--- src/rtl/lockpick_uart_tx.sv ---
// -----------------------------------------------------------------------------
// lockpick_uart_tx
//
// Serializer for the lockpick game's result-message burst. Bytes arrive at up
// to one per clock, are buffered in a FIFO and are sent out as 8N1 UART frames
// (start bit, 8 data bits LSB first, stop bit) on a single registered pin.
//
// Optional feature (compile-time macro LOCKPICK_TX_STATUS_HDR_EN):
//   When defined, every burst is prefixed with the header byte
//   {6'b101000, status}. All data bytes then pass through a one-stage delay
//   register so the header can take the burst's first write slot.
//   When undefined, bytes are written in their arrival cycle and status is
//   unused.
//
// Parameters:
//   CLKS_PER_BIT  clock cycles per UART bit (>= 2)
//   DEPTH         FIFO entries (power of two, >= 33)
//
// Ports:
//   clk         clock, rising edge
//   rst_n       asynchronous active-low reset
//   in_valid    byte strobe from the game
//   in_data     byte from the game
//   status      game status, used only for the header byte
//   tx          UART line, registered, idles high
//   busy        FIFO non-empty, transmitter active, or header pipeline loaded
//   overflow    sticky; set when a write is dropped because the FIFO is full
//   fifo_level  current FIFO occupancy
// -----------------------------------------------------------------------------
module lockpick_uart_tx #(
  parameter int unsigned CLKS_PER_BIT = 87,
  parameter int unsigned DEPTH        = 64
) (
  input  logic                     clk,
  input  logic                     rst_n,
  input  logic                     in_valid,
  input  logic [7:0]               in_data,
  input  logic [1:0]               status,
  output logic                     tx,
  output logic                     busy,
  output logic                     overflow,
  output logic [$clog2(DEPTH):0]   fifo_level
);

  localparam int unsigned AW = $clog2(DEPTH);
  localparam int unsigned BW = (CLKS_PER_BIT > 2) ? $clog2(CLKS_PER_BIT) : 1;

  localparam logic [BW-1:0] BAUD_RELOAD = BW'(CLKS_PER_BIT - 1);
  localparam logic [BW-1:0] BAUD_ONE    = BW'(1);
  localparam logic [AW:0]   LEVEL_FULL  = (AW + 1)'(DEPTH);
  localparam logic [AW:0]   LEVEL_ONE   = (AW + 1)'(1);
  localparam logic [AW-1:0] PTR_ONE     = AW'(1);

  typedef enum logic [1:0] {
    S_IDLE,
    S_START,
    S_DATA,
    S_STOP
  } state_t;

  // ---------------------------------------------------------------------------
  // Write path
  // ---------------------------------------------------------------------------
  logic       wr_en;
  logic [7:0] wr_data;
  logic       pipe_busy;

`ifdef LOCKPICK_TX_STATUS_HDR_EN
  logic       dly_valid;
  logic [7:0] dly_data;
  logic       burst_start;

  always_ff @(posedge clk or negedge rst_n) begin
    if (!rst_n) begin
      dly_valid <= 1'b0;
      dly_data  <= '0;
    end else begin
      dly_valid <= in_valid;
      dly_data  <= in_data;
    end
  end

  // A burst start needs in_valid low on the previous cycle, which is exactly
  // when the delay stage is empty, so header and delayed data never collide.
  assign burst_start = in_valid & ~dly_valid;

  always_comb begin
    wr_en   = burst_start | dly_valid;
    wr_data = burst_start ? {6'b101000, status} : dly_data;
  end

  assign pipe_busy = dly_valid;
`else
  logic unused_status;
  assign unused_status = ^status;

  always_comb begin
    wr_en   = in_valid;
    wr_data = in_data;
  end

  assign pipe_busy = 1'b0;
`endif

  // ---------------------------------------------------------------------------
  // FIFO
  // ---------------------------------------------------------------------------
  logic [7:0]    mem [DEPTH];
  logic [AW-1:0] wr_ptr;
  logic [AW-1:0] rd_ptr;
  logic [AW:0]   count;
  logic          full;
  logic          pop;
  logic          push;
  logic [7:0]    head;
  state_t        state;

  assign full = (count == LEVEL_FULL);
  assign pop  = (state == S_IDLE) && (count != '0);
  // The pop is considered first, so a write at full succeeds when a pop
  // happens in the same cycle.
  assign push = wr_en && (!full || pop);
  assign head = mem[rd_ptr];

  always_ff @(posedge clk) begin
    if (push) begin
      mem[wr_ptr] <= wr_data;
    end
  end

  always_ff @(posedge clk or negedge rst_n) begin
    if (!rst_n) begin
      wr_ptr   <= '0;
      rd_ptr   <= '0;
      count    <= '0;
      overflow <= 1'b0;
    end else begin
      if (push) begin
        wr_ptr <= wr_ptr + PTR_ONE;
      end
      if (pop) begin
        rd_ptr <= rd_ptr + PTR_ONE;
      end
      case ({push, pop})
        2'b10:   count <= count + LEVEL_ONE;
        2'b01:   count <= count - LEVEL_ONE;
        default: count <= count;
      endcase
      if (wr_en && !push) begin
        overflow <= 1'b1;
      end
    end
  end

  assign fifo_level = count;

  // ---------------------------------------------------------------------------
  // Transmitter FSM
  // tx is registered from the current state, so the line lags the state by
  // one cycle; every bit still lasts CLKS_PER_BIT cycles.
  // ---------------------------------------------------------------------------
  logic [BW-1:0] baud;
  logic [2:0]    bit_idx;
  logic [7:0]    shreg;

  always_ff @(posedge clk or negedge rst_n) begin
    if (!rst_n) begin
      state   <= S_IDLE;
      baud    <= '0;
      bit_idx <= '0;
      shreg   <= '0;
      tx      <= 1'b1;
      busy    <= 1'b0;
    end else begin
      busy <= (count != '0) || (state != S_IDLE) || pipe_busy;
      case (state)
        S_IDLE: begin
          tx <= 1'b1;
          if (pop) begin
            shreg   <= head;
            bit_idx <= '0;
            baud    <= BAUD_RELOAD;
            state   <= S_START;
          end
        end
        S_START: begin
          tx <= 1'b0;
          if (baud == '0) begin
            baud  <= BAUD_RELOAD;
            state <= S_DATA;
          end else begin
            baud <= baud - BAUD_ONE;
          end
        end
        S_DATA: begin
          tx <= shreg[0];
          if (baud == '0) begin
            baud  <= BAUD_RELOAD;
            shreg <= {1'b0, shreg[7:1]};
            if (bit_idx == 3'd7) begin
              state <= S_STOP;
            end else begin
              bit_idx <= bit_idx + 3'd1;
            end
          end else begin
            baud <= baud - BAUD_ONE;
          end
        end
        S_STOP: begin
          tx <= 1'b1;
          if (baud == '0) begin
            state <= S_IDLE;
          end else begin
            baud <= baud - BAUD_ONE;
          end
        end
        default: begin
          tx    <= 1'b1;
          state <= S_IDLE;
        end
      endcase
    end
  end

endmodule

--- config.mk ---
export PLATFORM = sky130hd
export DESIGN_NAME = lockpick_uart_tx
export DESIGN_NICKNAME = d
export VERILOG_FILES = /design/src/rtl/lockpick_uart_tx.sv
export SDC_FILE = /design/constraint.sdc
export NUM_CORES = 1
export LEC_CHECK = 0
export CAP_MARGIN = 5
export CORE_MARGIN = 2
export CORE_UTILIZATION = 50
export CTS_BUF_LIST = sky130_fd_sc_hd__clkbuf_8
export CTS_CLUSTER_DIAMETER = 40
export DETAILED_ROUTE_END_ITERATION = 10
export PLACE_DENSITY = 0.66
export SYNTH_ARGS = -nofsm -noshare
export SYNTH_HDL_FRONTEND = slang
export SYNTH_SLANG_ARGS = --single-unit
--- constraint.sdc ---
create_clock -name clk -period 4.3 [get_ports clk]
set_clock_uncertainty 0.2 [all_clocks]
set_input_delay 0.645 -clock clk [delete_from_list [all_inputs] [get_ports clk]]
set_output_delay 0.645 -clock clk [all_outputs]
set_load 0.02 [all_outputs]
==> metrics.md, run 1 <==
| Metric | Value |
|---|---|
| Status | `completed` |
| Chip height | `roughly 220 um` |
| Rel. slew slack | `roughly 22%` |
| Commonest non-fill, non-tap cells in the layout | `edfxtp_1 (512), mux2i_1 (104), clkbuf_8 (95)` |
| Area of the core | `44120 um2` |
| Multi-input gate area | `5499 um2` |
| Synthesis Warnings | `0` |
| Chip Width | `215.1 um` |
| Crit path from | `fifo_level[2]$_DFFE_PN0P_` |
| VDD IR max | `0.3398 mV` |
| Compound-Gate Fraction of Synth Area | `between 4 and 5%` |
| Dpl cell area | `roughly 24000 um2` |
| Post-synth cell types | `64` |
| Storage element area | `about 16000 um2` |
| Max Clk Rate | `between 200 and 300 MHz` |
| Post-Synth XOR/XNOR Area | `0.5504%` |
| Post-DP HPWL | `roughly 31 mm` |
| Worst r2r path cells | `10` |
| CP startpoint kind | `flop` |
| Clock latency on the worst-skew pair | `between 0.6 and 0.7 ns` |
| Synthesized flop and latch total | `~550` |
| Commonest non-fill, non-tap cell in the layout | `edfxtp_1` |
| Sink Count | `554` |
| Starting DRC count in detailed routing | `a little over 1000` |
| Syn_area_per_cell | `approximately 18 um2` |
| Number of synthesized flops with an enable pin | `between 500 and 600` |
| Drt total wl | `about 50 mm` |
| CTS HTree Levels | `3` |
| Worst Path Arrival | `3.99 ns` |
| Clk buf depth | `3` |
| Largest net degree at the start of global routing | `65` |
| Main combinational cell family by area after synthesis | `multiplexers` |
| Synth Instances | `1252` |
| Max-Cap Viols | `0` |
| Initial antenna violation count | `1` |
| Overall Global Routing Usage | `~22%` |
| Post-Syn Nets | `between 1000 and 1500` |
| Post-Syn Area | `~22000 um2` |
| Post-Synth Simple-Gate Area | `under 10%` |
| Mux cell area share after synthesis | `13.40%` |
| DR vias | `12070` |
| Initial Util | `50.49%` |
| Die ar. | `roughly 46000 um2` |
| Adder-Cell Fraction of Synth Area | `less than 1%` |
| CP max FO | `7` |
| Synthesis-to-finish area growth | `13.62%` |
| Setup violators final | `0` |
| # port buffers | `20` |
| Power per standard cell area | `around 640 nW/um2` |
| IO Count | `23` |
| GR Overflow Total | `0` |
| Finished Cell Area | `25310 um2` |
| Final critical-path required period | `3.627 ns` |
| Post-cts resize count | `0` |
| Reg2Reg Capture Point | `fifo_level[6]$_DFFE_PN0P_` |
| Layout cells sized above 1 | `between 20% and 30%` |
| Worst setup EP type | `flop` |
| CTS Root Cell | `clkbuf_8` |
| Count of final hold-check violations | `0` |
| Crit path capture | `fifo_level[6]$_DFFE_PN0P_` |
| Cts bufs inserted | `between 90 and 100` |
| First-pass GRT wire length | `~74 mm` |
| Place WS | `between 0.6 and 0.7 ns` |
| Worst hold path type | `reg2reg` |
| Worst R2R Start | `fifo_level[2]$_DFFE_PN0P_` |
| Final worst path period share | `around 84%` |
| Setup TNS | `0 ns` |
| Layout Nets | `1406` |
| Drt pass-1 iters | `5` |
| Reg-to-reg slack, setup | `0.67 ns` |
| Pleak | `between 8 and 9 nW` |
| Site row count | `between 70 and 80` |
| Clock edge transition at the registers on the reported setup and hold paths | `roughly 0.060 ns` |
| Unrepaired setup endpoints after global routing | `false` |
| Final Wtd Congestion | `around 0.8` |
| CP Class | `reg2reg` |
| Vias in the first global route | `11910` |
| Fin. max-slew vios | `0` |
| Final setup margin | `between 0.6 and 0.7 ns` |
| Slew @ Worst Pin | `around 1.2 ns` |
| CTS tree | `yes` |
| DR WL/cell | `about 24 um` |
| Most used flip-flop cell after synthesis | `edfxtp_1` |
| Final ANT Viol Nets | `0` |
| Number of diodes | `0` |
| Fill count | `3437` |
| Asr flop ratio synth | `roughly 7.6%` |
| Via/cell ratio | `between 5 and 6` |
| Seq/Total Area, Yosys | `~74%` |
| WP data required | `~4.7 ns` |
| Residual DRC | `0` |
[state kept, by name (all words and copies together), names as in the netlist]
name	count
shreg	8
fifo_level	7
overflow	1
tx	1
wr_ptr	6
busy	1
baud	7
bit_idx	3
mem	512
state	2
rd_ptr	6
[where the power goes]
group	internal [mW]	switching [mW]	leakage (nW)	total [mW]
combinational	2.12	2.85	2.65	4.97
clock	2.42	2.08	1.00	4.50
sequential	6.26	0.437	5.12	6.69
[cells by family (layout without fill, tap and decap cells)]
family,Yosys count,in the layout
xor gates and xnor gates,14,14
DFF,554,554
muxes,196,196
adders and majority gates,17,17
buffers and inverters,82,283
and+or+nand+nor,229,229
AOI/OAI and AO/OA,160,160
[Yosys cell counts (3+ instances only)]
cell      count  area share (%)
nor3_1        4           0.090
a31oi_1       3           0.084
clkbuf_1     34            0.57
nand3b_1      6            0.20
buf_4         4            0.13
buf_2        17            0.38
nand2b_1      3           0.084
edfxtp_1    512              69
ha_1         16            0.90
a21oi_1      25            0.56
nand2_1      72             1.2
buf_1        10            0.17
nor2b_1       4            0.11
inv_1        14            0.24
mux2i_1     104             4.7
o221ai_1      7            0.28
a22o_1        6            0.24
o31ai_1       7            0.24
nor2_1       86             1.4
or3_1        16            0.45
and3_1        8            0.22
xnor2_1      12            0.47
mux2_2       10            0.51
o21ai_0      28            0.63
o22ai_1      35            0.98
dfrtp_1      41             4.6
mux4_2       80             8.1
a221oi_1     21            0.83
a21boi_0      7            0.24
nand3_1      13            0.29
[how the worst min path moves through the flow]
stage | cells past startpoint | to | slack [ns] | startpoint
after global routing | 1 | overflow$_DFFE_PN0P_ | 0.32 | overflow$_DFFE_PN0P_
after CTS | 1 | overflow$_DFFE_PN0P_ | 0.28 | overflow$_DFFE_PN0P_
after floorplan | 0 | baud[0]$_DFFE_PN0P_ | 0.15 | rst_n
final | 1 | overflow$_DFFE_PN0P_ | 0.27 | overflow$_DFFE_PN0P_
after global placement | 1 | overflow$_DFFE_PN0P_ | 0.27 | overflow$_DFFE_PN0P_
after detailed placement | 1 | overflow$_DFFE_PN0P_ | 0.26 | overflow$_DFFE_PN0P_
[layer usage]
| layer | GRT usage (%) | vias up | part of all wire, % |
|---|---|---|---|
| met5 | 0 | - | 0 |
| met4 | 8.115 | 0 | 3.1 |
| met3 | 4.926 | 101 | 7.1 |
| met2 | 34.90 | 483 | 48 |
| met1 | 29.80 | 6212 | 42 |
| li1 | - | 5275 | - |
[area by class of cell]
cell class | count | area share, %
repair buffers | 97 | 3.104
clock inverters | 76 | 1.942
clock buffers | 95 | 5.165
inverters | 15 | 0.2224
well taps | 592 | 2.926
flip-flops and latches | 554 | 64.92
multi-input cells | 616 | 21.72
[critical path, cell delays in order, from the launching register on]
cell and delay, ns:
dfrtp_1 0.41, or4_4 0.60, o41ai_2 0.40, nor2_1 0.24
ha_1 0.37, nor2b_1 0.15, o21a_1 0.18, o21ai_0 0.24
a21oi_1 0.15, or4_1 0.49, o2111ai_1 0.10
[repair_timing]
action | in CTS | in global routing
setup buffers | 0 | 0
hold endpoints to repair | 41 | 0
hold buffers | 1 | 0
[metrics by stage]
step / power, mW / hold WS [ns] / std cells / util [%]
after floorplan: 10.08 / 0.1494 / 1252 / -
after global placement: 11.69 / 0.2697 / 1873 / 53.27
after detailed placement: 11.76 / 0.2632 / 1873 / 53.27
after CTS: 16.25 / 0.2753 / 2045 / 57.37
after global routing: 16.86 / 0.3207 / 2045 / 57.37
final: 16.16 / 0.2736 / 2045 / 57.37
Note: power is estimated with default switching activity, not from simulation.
==> inputs of run 2 (changes only) <==
PLACE_DENSITY = 0.68   (was 0.66)
clock period = 3.01 ns   (was 4.3 ns; I/O delays follow)
==> metrics.md, run 2 (synthesized netlist as in run 1, its figures left out) <==
| Metric | Value |
|---|---|
| Status | `completed` |
| Fill count | `about 3300` |
| Worst hold path type | `in2reg` |
| GR Overflow Total | `0` |
| DR vias | `~12000` |
| Final worst path period share | `between 90% and 100%` |
| Worst R2R Start | `fifo_level[2]$_DFFE_PN0P_` |
| Count of final hold-check violations | `0` |
| IO Count | `23` |
| Commonest non-fill, non-tap cell in the layout | `edfxtp_1` |
| Layout cells sized above 1 | `roughly a quarter` |
| CTS tree | `yes` |
| Drt pass-1 iters | `5` |
| # port buffers | `20` |
| Setup violators final | `0` |
| DR WL/cell | `24.25 um` |
| Synthesis-to-finish area growth | `16.12%` |
| WL met3 | `between 3 and 4 mm` |
| Layout Nets | `about 1400` |
| CTS HTree Levels | `3` |
| VDD IR max | `a little under 0.7 mV` |
| Sink Count | `about 550` |
| Worst Path Arrival | `between 3 and 4 ns` |
| Clk buf depth | `3` |
| Final ANT Viol Nets | `0` |
| WP data required | `3.38 ns` |
| Final Wtd Congestion | `approximately 0.9` |
| Rel. slew slack | `around 28%` |
| WHS | `between 0.06 and 0.07 ns` |
| Reg2Reg Capture Point | `fifo_level[6]$_DFFE_PN0P_` |
| Power per standard cell area | `919.2 nW/um2` |
| CTS Root Cell | `clkbuf_8` |
| Number of diodes | `0` |
| Non-filler cells, final | `around 2100` |
| Worst r2r path cells | `10` |
| Starting DRC count in detailed routing | `~1200` |
| Dpl cells | `around 1900` |
| Crit path capture | `fifo_level[6]$_DFFE_PN0P_` |
| Overall Global Routing Usage | `22.03%` |
| Max Clk Rate | `between 300 and 400 MHz` |
| Commonest non-fill, non-tap cells in the layout | `edfxtp_1 (512), mux2i_1 (104), clkbuf_8 (97)` |
| Final critical-path required period | `approximately 3 ns` |
| Residual DRC | `0` |
| Via/cell ratio | `between 5 and 6` |
| Post-layout util | `between 50% and 60%` |
| Chip Width | `roughly 220 um` |
| Max reg flops | `512` |
| Cts bufs inserted | `94` |
| First-pass GRT wire length | `between 70 and 80 mm` |
| Fin. max-slew vios | `0` |
| Initial antenna violation count | `0` |
| Vias in the first global route | `between 10000 and 15000` |
| Initial Util | `50.49%` |
| Clock latency on the worst-skew pair | `0.67 ns` |
| Crit path from | `fifo_level[2]$_DFFE_PN0P_` |
| Post-DP HPWL | `approximately 32 mm` |
| Area of the core | `between 40000 and 50000 um2` |
| Worst setup EP type | `flop` |
| Max layer used | `met4` |
| Max-Cap Viols | `0` |
| Clock edge transition at the registers on the reported setup and hold paths | `around 0.060 ns` |
| CP startpoint kind | `flop` |
| Largest registers | `mem: 512 flops, shreg: 8 flops` |
| Pleak | `roughly 9.0 nW` |
| Site row count | `77` |
| Met2 WL | `24.12 mm` |
| M1 WL | `slightly above 20 mm` |
| CP max FO | `3` |
| Unrepaired setup endpoints after global routing | `true` |
| Drt total wl | `50.25 mm` |
| Largest net degree at the start of global routing | `65` |
| Slew @ Worst Pin | `about 1.1 ns` |
| Chip height | `215.1 um` |
| Reg-to-reg slack, setup | `roughly 0.0023 ns` |
| CP Class | `reg2reg` |
| Largest Register | `mem` |
| Die ar. | `46260 um2` |
==> run 2: layout make-up <==
type                            count  area (um2)  share of cell area (%)
Sequential cell                   554       16440                   63.53
Timing Repair Buffer              127        1164                   4.498
Multi-Input combinational cell    616        5683                   21.97
Clock inverter                     71       455.4                   1.760
Tap cell                          592       740.7                   2.863
Clock buffer                       97        1335                   5.161
Inverter                           15       56.30                  0.2176
==> run 2: through the flow <==
step                      setup TNS, ns  total power, mW  cell area (um2)  setup WS (ns)
final                                 0            23.78            25870       0.002251
after global routing            -0.1712            24.79            25870        -0.1038
after CTS                       -0.4086            23.76            25710       -0.02772
after detailed placement         -8.862            17.33            23870        -0.1611
after global placement           -4.465            17.22            23870        -0.1324
after floorplan                 -0.2923            14.42            22300        -0.2363
==> run 2: worst min-delay path by stage <==
stage / startpoint / to / slack, ns / depth (start not counted)
3_5_place_dp: overflow$_DFFE_PN0P_ / overflow$_DFFE_PN0P_ / 0.27 / 1
3_3_place_gp: overflow$_DFFE_PN0P_ / overflow$_DFFE_PN0P_ / 0.26 / 1
4_1_cts: in_data[5] / mem[54][5]$_DFFE_PP_ / 0.01 / 1
6_report: in_data[5] / mem[54][5]$_DFFE_PP_ / 0.06 / 1
5_1_grt: in_data[5] / mem[50][5]$_DFFE_PP_ / 0.06 / 1
2_1_floorplan: rst_n / baud[0]$_DFFE_PN0P_ / -0.04 / 0
==> run 2: routing by layer <==
metal,global-route usage (%),up-vias
li1,-,5335
met1,29.85,6226
met2,35.09,504
met3,5.379,98
met4,7.977,0
met5,0,-
==> run 2: power by group <==
| group | internal [mW] | total (mW) | switching (mW) | leakage (nW) |
|---|---|---|---|---|
| sequential | 8.95 | 9.42 | 0.472 | 5.11 |
| clock | 3.43 | 6.38 | 2.95 | 1.02 |
| combinational | 3.50 | 7.98 | 4.48 | 2.87 |
==> run 2: timing repair <==
action                                  4_1_cts  5_1_grt
setup buffers                                 2        0
endpoints found under the setup margin       91      451
hold buffers                                  1        0
pin swaps                                     1        3
hold endpoints to repair                     25        0
resized for setup                             9       49
==> run 2: critical path, stage by stage, from the launching register on <==
cell and delay, ns:
dfrtp_2 0.39, or4_4 0.56, o41ai_4 0.26, nor2_2 0.09
ha_1 0.29, nor2b_1 0.14, o21a_1 0.19, o21ai_2 0.16
a21oi_2 0.08, or4_4 0.48, o2111ai_2 0.09
==> inputs of run 3 (changes only) <==
HOLD_SLACK_MARGIN = 0.12   (was default)
==> metrics.md, run 3 (synthesized netlist as in run 1, its figures left out) <==
| Metric | Value |
|---|---|
| Status | `completed` |
| Largest registers | `mem: 512 flops, shreg: 8 flops` |
| Chip height | `about 220 um` |
| First-pass GRT wire length | `approximately 76 mm` |
| Die ar. | `around 46000 um2` |
| Vias in the first global route | `12480` |
| Layout cells sized above 1 | `between 20% and 30%` |
| Fin. max-slew vios | `0` |
| Setup violators final | `0` |
| Clock edge transition at the registers on the reported setup and hold paths | `~0.060 ns` |
| Post-layout util | `roughly 59%` |
| Drt total wl | `50.29 mm` |
| DR WL/cell | `~24 um` |
| Via/cell ratio | `5.859` |
| Area of the core | `roughly 44000 um2` |
| Number of diodes | `0` |
| Setup TNS | `0 ns` |
| CTS Root Cell | `clkbuf_8` |
| Chip Width | `215.1 um` |
| VDD IR max | `around 0.7 mV` |
| WP data required | `3.38 ns` |
| Drt pass-1 iters | `5` |
| Unrepaired setup endpoints after global routing | `true` |
| CP max FO | `3` |
| Slew @ Worst Pin | `roughly 1.1 ns` |
| Max reg flops | `between 500 and 600` |
| Post-DP HPWL | `approximately 32 mm` |
| Dpl cell area | `~24000 um2` |
| Fill count | `around 3300` |
| # port buffers | `20` |
| Layout Nets | `~1400` |
| CP Class | `reg2reg` |
| Power per standard cell area | `between 900 and 1000 nW/um2` |
| Non-filler cells, final | `2077` |
| CP startpoint kind | `flop` |
| Synthesis-to-finish area growth | `16.34%` |
| Site row count | `77` |
| Commonest non-fill, non-tap cell in the layout | `edfxtp_1` |
| Final worst path period share | `between 90% and 100%` |
| DR vias | `approximately 12000` |
| Final Wtd Congestion | `a little under 0.9` |
| IO Count | `23` |
| Cts bufs inserted | `94` |
| Finished Cell Area | `around 26000 um2` |
| Sink Count | `between 500 and 600` |
| Largest Register | `mem` |
| Power, Total | `roughly 24 mW` |
| Count of final hold-check violations | `0` |
| Max-Cap Viols | `0` |
| Largest net degree at the start of global routing | `65` |
| CTS tree | `yes` |
| Dpl cells | `1901` |
| CTS HTree Levels | `3` |
| Worst Path Arrival | `~3.4 ns` |
| Overall Global Routing Usage | `22.10%` |
| Residual DRC | `0` |
| Final ANT Viol Nets | `0` |
| Clock latency on the worst-skew pair | `0.67 ns` |
| Clk buf depth | `3` |
| Worst setup EP type | `flop` |
| Initial antenna violation count | `0` |
| Rel. slew slack | `28.62%` |
| Initial Util | `50.49%` |
| Worst hold path type | `in2reg` |
| Starting DRC count in detailed routing | `1147` |
| Pleak | `9.029 nW` |
| GR Overflow Total | `0` |
| Final critical-path required period | `between 3 and 4 ns` |
| Commonest non-fill, non-tap cells in the layout | `edfxtp_1 (512), mux2i_1 (104), clkbuf_8 (97)` |
| Max Clk Rate | `approximately 330 MHz` |
## run 3: per-layer routing
layer	track usage (%)	wire (um)
met3	5.379	3873
met5	0	0
met4	7.931	1462
met1	29.98	20760
met2	35.20	24190
## run 3: stage by stage
step / hold WS [ns] / setup slack (ns)
floorplan: -0.04409 / -0.2363
global placement: 0.2563 / -0.1324
detailed placement: 0.2692 / -0.1611
CTS: 0.1333 / -0.02772
global route: 0.1668 / -0.1038
finish: 0.1703 / 0.005952
## run 3: cell type report
| type | count | area (um2) | area share, % |
|---|---|---|---|
| Timing Repair Buffer | 132 | 1214 | 4.682 |
| Sequential cell | 554 | 16440 | 63.41 |
| Clock inverter | 71 | 455.4 | 1.757 |
| Multi-Input combinational cell | 616 | 5683 | 21.93 |
| Clock buffer | 97 | 1335 | 5.151 |
| Inverter | 15 | 56.30 | 0.2172 |
| Tap cell | 592 | 740.7 | 2.858 |
## run 3: power breakdown
part | switching (mW) | total (mW) | internal, mW
logic | 4.48 | 7.99 | 3.51
registers | 0.471 | 9.42 | 8.95
clock network | 2.95 | 6.38 | 3.43
## run 3: critical path, stage by stage (launching register included)
cell and delay, ns:
dfrtp_2 0.39, or4_4 0.56, o41ai_4 0.26, nor2_2 0.09, ha_1 0.29, nor2b_1 0.14, o21a_1 0.19, o21ai_2 0.16
a21oi_2 0.08, or4_4 0.48, o2111ai_2 0.09
## run 3: worst paths after layout
kind	depth (start not counted)	slack (ns)	end	startpoint
setup / recovery	10	0.006	fifo_level[6]$_DFFE_PN0P_	fifo_level[2]$_DFFE_PN0P_
hold / removal	1	0.17	mem[25][7]$_DFFE_PP_	in_data[7]
setup reg to reg	10	0.006	fifo_level[6]$_DFFE_PN0P_	fifo_level[2]$_DFFE_PN0P_
hold reg to reg	1	0.28	overflow$_DFFE_PN0P_	overflow$_DFFE_PN0P_
max in group asynchronous	4	0.33	rd_ptr[0]$_DFFE_PN0N_	rst_n
min in group asynchronous	3	0.53	fifo_level[4]$_DFFE_PN0P_	rst_n
## run 3: what timing repair did
item                                   CTS  global route
endpoints found under the hold margin  109             0
buffers inserted                         2             0
pin swaps                                1             3
hold buffers                             6             0
setup endpoints to repair               91           451
resized for setup                        9            49
gates cloned                             0             0
